$ cat src/rtl/dmem_bus_if.sv
// dmem_bus_if
//   Data-memory bus interface behind the MEM-stage memory controller. It turns
//   the controller's combinational access strobe into a registered req/ack bus
//   transaction. While the transaction is outstanding it stalls the pipeline.
//   It hands the read word back to the controller, and it reports misaligned
//   accesses, slave errors and timeouts as a one-cycle fault pulse.
//
// Ports
//   clk, rst        clock, synchronous active-high reset
//   mem_op_as_      active-low access strobe from the memory controller
//   rw              direction (READ = 1, WRITE = 0)
//   addr_to_mem     word address
//   wr_data         store data
//   miss_align      misaligned-access flag
//   flush           kill for the instruction currently in MEM
//   mem_data        registered read word returned to the controller
//   mem_busy        pipeline stall request (combinational)
//   bus_req/rw/addr/wdata  registered bus request
//   bus_ack, bus_err, bus_rdata  slave response (err/rdata valid with ack)
//   bus_fault       one-cycle fault pulse
//   fault_addr      address of the last faulting access
module dmem_bus_if #(
  parameter int ADDR_W  = 30,
  parameter int DATA_W  = 32,
  parameter int TIMEOUT = 255
) (
  input  logic              clk,
  input  logic              rst,
  input  logic              mem_op_as_,
  input  logic              rw,
  input  logic [ADDR_W-1:0] addr_to_mem,
  input  logic [DATA_W-1:0] wr_data,
  input  logic              miss_align,
  input  logic              flush,
  output logic [DATA_W-1:0] mem_data,
  output logic              mem_busy,
  output logic              bus_req,
  output logic              bus_rw,
  output logic [ADDR_W-1:0] bus_addr,
  output logic [DATA_W-1:0] bus_wdata,
  input  logic              bus_ack,
  input  logic              bus_err,
  input  logic [DATA_W-1:0] bus_rdata,
  output logic              bus_fault,
  output logic [ADDR_W-1:0] fault_addr
);

  localparam logic READ = 1'b1;
  localparam int CNT_W = $clog2(TIMEOUT + 1);
  // The last REQ cycle before abort: the counter starts at 0 on entry, so
  // the timeout fires in the TIMEOUT-th REQ cycle.
  localparam logic [CNT_W-1:0] CNT_LAST = CNT_W'(TIMEOUT - 1);

  typedef enum logic [1:0] {IDLE, REQ, DONE, ERR} state_t;

  state_t           state;
  logic [CNT_W-1:0] cnt;
  logic             kill;
  logic             new_req;
  logic             abort;

  assign new_req = ~mem_op_as_ & ~flush;
  // A flush seen in any REQ cycle, including the one that completes, means
  // the result is discarded instead of being reported to the pipeline.
  assign abort   = kill | flush;

  // The stall is raised in the accept cycle itself, so the pipeline does not
  // advance past an instruction whose access has only just been issued.
  always_comb begin
    mem_busy = 1'b0;
    if (state == REQ)
      mem_busy = 1'b1;
    else if (state == IDLE && new_req)
      mem_busy = 1'b1;
  end

  always_ff @(posedge clk) begin
    if (rst) begin
      state      <= IDLE;
      cnt        <= '0;
      kill       <= 1'b0;
      bus_req    <= 1'b0;
      bus_rw     <= READ;
      bus_addr   <= '0;
      bus_wdata  <= '0;
      mem_data   <= '0;
      bus_fault  <= 1'b0;
      fault_addr <= '0;
    end else begin
      bus_fault <= 1'b0;
      case (state)
        IDLE: begin
          if (new_req) begin
            if (miss_align) begin
              fault_addr <= addr_to_mem;
              bus_fault  <= 1'b1;
              state      <= ERR;
            end else begin
              bus_addr  <= addr_to_mem;
              bus_rw    <= rw;
              bus_wdata <= wr_data;
              bus_req   <= 1'b1;
              cnt       <= '0;
              kill      <= 1'b0;
              state     <= REQ;
            end
          end
        end
        REQ: begin
          cnt <= cnt + CNT_W'(1);
          // The bus cannot withdraw a request, so a flush only marks the
          // transaction to be dropped when it finishes.
          if (flush)
            kill <= 1'b1;
          if (bus_ack && !bus_err) begin
            bus_req <= 1'b0;
            if (bus_rw == READ)
              mem_data <= bus_rdata;
            state <= abort ? IDLE : DONE;
          end else if (bus_ack || cnt == CNT_LAST) begin
            bus_req    <= 1'b0;
            fault_addr <= bus_addr;
            if (abort) begin
              state <= IDLE;
            end else begin
              bus_fault <= 1'b1;
              state     <= ERR;
            end
          end
        end
        // The strobe is still low here for the instruction that just
        // completed; it must not be accepted a second time.
        DONE:    state <= IDLE;
        ERR:     state <= IDLE;
        default: state <= IDLE;
      endcase
    end
  end

endmodule

$ cat config.mk
export PLATFORM = sky130hd
export DESIGN_NAME = dmem_bus_if
export DESIGN_NICKNAME = d
export VERILOG_FILES = /design/src/rtl/dmem_bus_if.sv
export SDC_FILE = /design/constraint.sdc
export NUM_CORES = 1
export LEC_CHECK = 0
export ABC_AREA = 1
export BUFFER_PORTS_ARGS = -buffer_cell sky130_fd_sc_hd__buf_2
export CAP_MARGIN = 10
export CORE_MARGIN = 4
export CORE_UTILIZATION = 52
export CTS_CLUSTER_DIAMETER = 50
export CTS_CLUSTER_SIZE = 40
export DETAILED_ROUTE_END_ITERATION = 16
export PLACE_DENSITY = 0.85
export SLEW_MARGIN = 20
export SYNTH_ARGS = -nofsm -noshare
export SYNTH_HDL_FRONTEND = slang
export SYNTH_SLANG_ARGS = --single-unit
$ cat constraint.sdc
create_clock -name clk -period 2.5 [get_ports clk]
set_input_delay 0.375 -clock clk [delete_from_list [all_inputs] [get_ports clk]]
set_output_delay 0.375 -clock clk [all_outputs]
set_load 0.01 [all_outputs]
==> impl_metrics.py <==
metrics = {
    "final_layout": {
        "area_growth_pct": 33.7,
        "final_util": 0.723,
        "final_layout_net_count": 1088,
        "filler_cell_count": 850,
        "antenna_cells": 0,
        "final_layout_size_suffix_gt1_frac": 0.286,
    },
    "routing": {
        "detail_route_antenna_nets": 0,
        "postRouteWirelength_um": 15500,
        "drt-vias-per-instance": 5.03,
        "avgRoutedWirePerCell_um": 13.6,
        "post-route-drc-count": 0,
        "number_of_violations_reported_at_the_end_of_detailed_routing_iteration_0": 403,
        "dr_vias": 5700,
        "drt-pass1-iter-count": 7,
    },
    "clock_tree": {
        "clock_tree.buffer_depth": 2,
        "clk-insertion-delay-late_ns": 0.51,
        "cts.hold.buffers_added": 0,
        "clock_sinks": 138,
        "h-tree-depth": 4,
        "number_of_cts_inserted_buffers": 17,
        "clk_root_buffer_cell": "clkbuf_8",
        "cts.repair_timing.setup_buffer_count": 0,
        "cts-resized-gates": 0,
        "post_cts_clock_slew_at_the_launch_and_capture_registers_of_the_worst_setup_and_hold_paths_ns": 0.06,
        "tritoncts": "built",
    },
    "sta": {
        "max-slew-margin-rel": 0.584,
        "setup_failing_eps_final": 0,
        "timing_max_transition_violations_final": 0,
        "clock-skew-final_ns": 0.00602,
        "final-hold-violation-count": 0,
        "min_period_ns": 2.05,
        "worst_slew_pin_slew_ns": 0.623,
        "hold_ws_ns": 0.124,
        "final.period_utilization": 0.819,
        "grt_setup_unrepaired": "false",
        "achievable_frequency_ghz": 0.488,
        "finalSetupTns_ns": 0,
    },
    "logic_synthesis": {
        "ys_seq_elements": 138,
        "sequential_element_share_of_the_synthesized_area": 0.488,
        "netlist_instances": 777,
        "synth_warnings": 0,
        "post_syn_nets": 881,
        "synth.lib_cells_used.distinct": 28,
        "most_area_hungry_cell_type_in_the_yosys_netlist": "dfxtp_1",
        "synth_largest_type_area_fraction": 0.488,
        "yosys-top-cells-area": "dfxtp_1 49%, o21ai_0 11%, a21oi_1 8.9%",
        "synth_area_per_cell_sq_um": 7.28,
        "synthesis.area_sq_um": 5660,
    },
    "grt": {
        "grt_pass1_wl_um": 24400,
        "grt_antenna_before_repair": 1,
        "grtUsageTotal": 0.235,
        "vias_in_the_first_global_route": 5086,
        "overflow_left_after_global_routing": 0,
        "grt_max_degree": 63,
    },
    "power": {
        "total_switching_power_mw": 1.76,
        "power.share.combinational": 0.176,
        "cellLeakagePower_nw": 3.69,
        "cellInternalPower_mw": 4.83,
        "p_clk_frac": 0.446,
        "netSwitchingFraction": 0.267,
        "p_seq_frac": 0.378,
        "worst_ir_drop_vdd_mv": 0.529,
        "power_per_cell_area_nw_per_um2": 871,
    },
    "floorplan": {
        "initial_utilization": 0.541,
        "core-area_sq_um": 10500,
        "die-area_sq_um": 12600,
        "ioPinCount": 230,
        "rows": 37,
        "floorplan.die.height_um": 112,
        "dieWidth_um": 112,
    },
    "setup_path": {
        "largest_fanout_of_any_net_on_the_critical_path": 40,
        "worstSetupEndpointType": "output port",
        "worstPathArrival_ns": 1.67,
        "critPathRequiredTime_ns": 2.12,
        "critical_path.startpoint_type": "flop",
        "setup.worst_path.class": "reg -> out",
        "worstRegToRegCells": 9,
    },
    "min_path": {
        "hold-path-cell-count": 3,
        "timing.hold.worst.class": "in -> reg",
    },
    "placement": {
        "place_hpwl_um": 10700,
        "gp_congestion": 0.888,
        "io_buffers": 229,
    },
    "flow_run": {
        "cap_violations": 0,
    },
    "outcome": {
        "outcome": "complete, no violations",
    },
}
==> metrics by stage <==
step	instance area, sq um	setup WS [ns]	power, mW	instances
floorplan	5660	1.15	3.29	777
global placement	6870	0.747	3.66	1101
detailed placement	6870	0.687	3.69	1101
CTS	7570	0.427	6.62	1133
global route	7570	0.337	6.89	1133
finish	7570	0.452	6.59	1133
==> cells in the final DEF, fill, tap and decap left out, drive strengths merged, types with 2 or more instances in the layout <==
master / instances
clkbuf: 21
nor3: 2
bufinv: 7
a21oi: 101
nand4: 2
ha: 2
o21ai: 128
nand2: 88
clkinv: 3
inv: 112
nand3: 40
buf: 240
dfxtp: 138
nor2: 106
==> logic make-up (layout without fill, tap and decap cells) <==
logic type                 count (synthesis)  in the layout  synth area share
AOI/OAI and AO/OA                        232            232             0.207
xor gates and xnor gates                   2              2           0.00310
adders and majority gates                  2              2           0.00442
buffers and inverters                    163            383             0.122
DFF                                      138            138             0.488
and+or+nand+nor                          240            240             0.176
==> synth_stat cells (all sizes together) <==
cell	n
a21oi	101
a22oi	1
a31o	1
buf	28
clkbuf	24
clkinv	1
dfxtp	138
ha	2
inv	110
nand2	88
nand3	40
nand3b	1
nand4	2
nor2	106
nor3	2
o211ai	1
o21ai	128
or2	1
xnor2	1
xor2	1
==> worst paths after layout <==
check | from | to | slack (ns)
max reg2reg | cnt[3]$_SDFFE_PP0P_ | fault_addr[19]$_SDFFE_PP0P_ | 0.68
max | state[1]$_SDFFE_PP0P_ | mem_busy | 0.45
min | bus_rdata[27] | mem_data[27]$_SDFFE_PP0P_ | 0.12
min reg2reg | bus_wdata[30]$_SDFFE_PP0P_ | bus_wdata[30]$_SDFFE_PP0P_ | 0.44
==> layer usage <==
| metal | share of wire | GRT usage |
|---|---|---|
| met2 | 0.49 | 0.391 |
| met4 | 0.023 | 0.0857 |
| met5 | 0.00084 | 0 |
| met3 | 0.093 | 0.0841 |
| met1 | 0.40 | 0.280 |
==> cell type report <==
| type | instances | area (sq um) | share of cell area |
|---|---|---|---|
| clock buffers | 21 | 459 | 0.0607 |
| clock inverters | 11 | 238 | 0.0314 |
| inverters | 111 | 417 | 0.0551 |
| multi-input cells | 476 | 2230 | 0.295 |
| flip-flops and latches | 138 | 2760 | 0.365 |
| well taps | 136 | 170 | 0.0225 |
| repair buffers | 240 | 1290 | 0.171 |
==> state kept, by name, indices dropped and copies added (netlist names) <==
name	cells
bus_req	1
fault_addr	30
kill	1
mem_data	32
bus_wdata	32
bus_fault	1
bus_addr	30
cnt	8
state	2
bus_rw	1
==> power groups by stage <==
stage	registers, mW	clock network (mW)	logic, mW
5_1_grt	2.51	3.07	1.30
2_1_floorplan	2.62	0	0.668
6_report	2.49	2.94	1.16
4_1_cts	2.49	2.97	1.17
3_5_place_dp	2.54	0	1.15
3_3_place_gp	2.53	0	1.13
==> critical path, cell delays in order (launching register included) <==
cell	delay, ns
dfxtp_1	0.36
inv_1	0.08
nand2_2	0.08
buf_4	0.33
nand2_1	0.15
buf_2	0.16
Power figures use the tool's default switching activity.
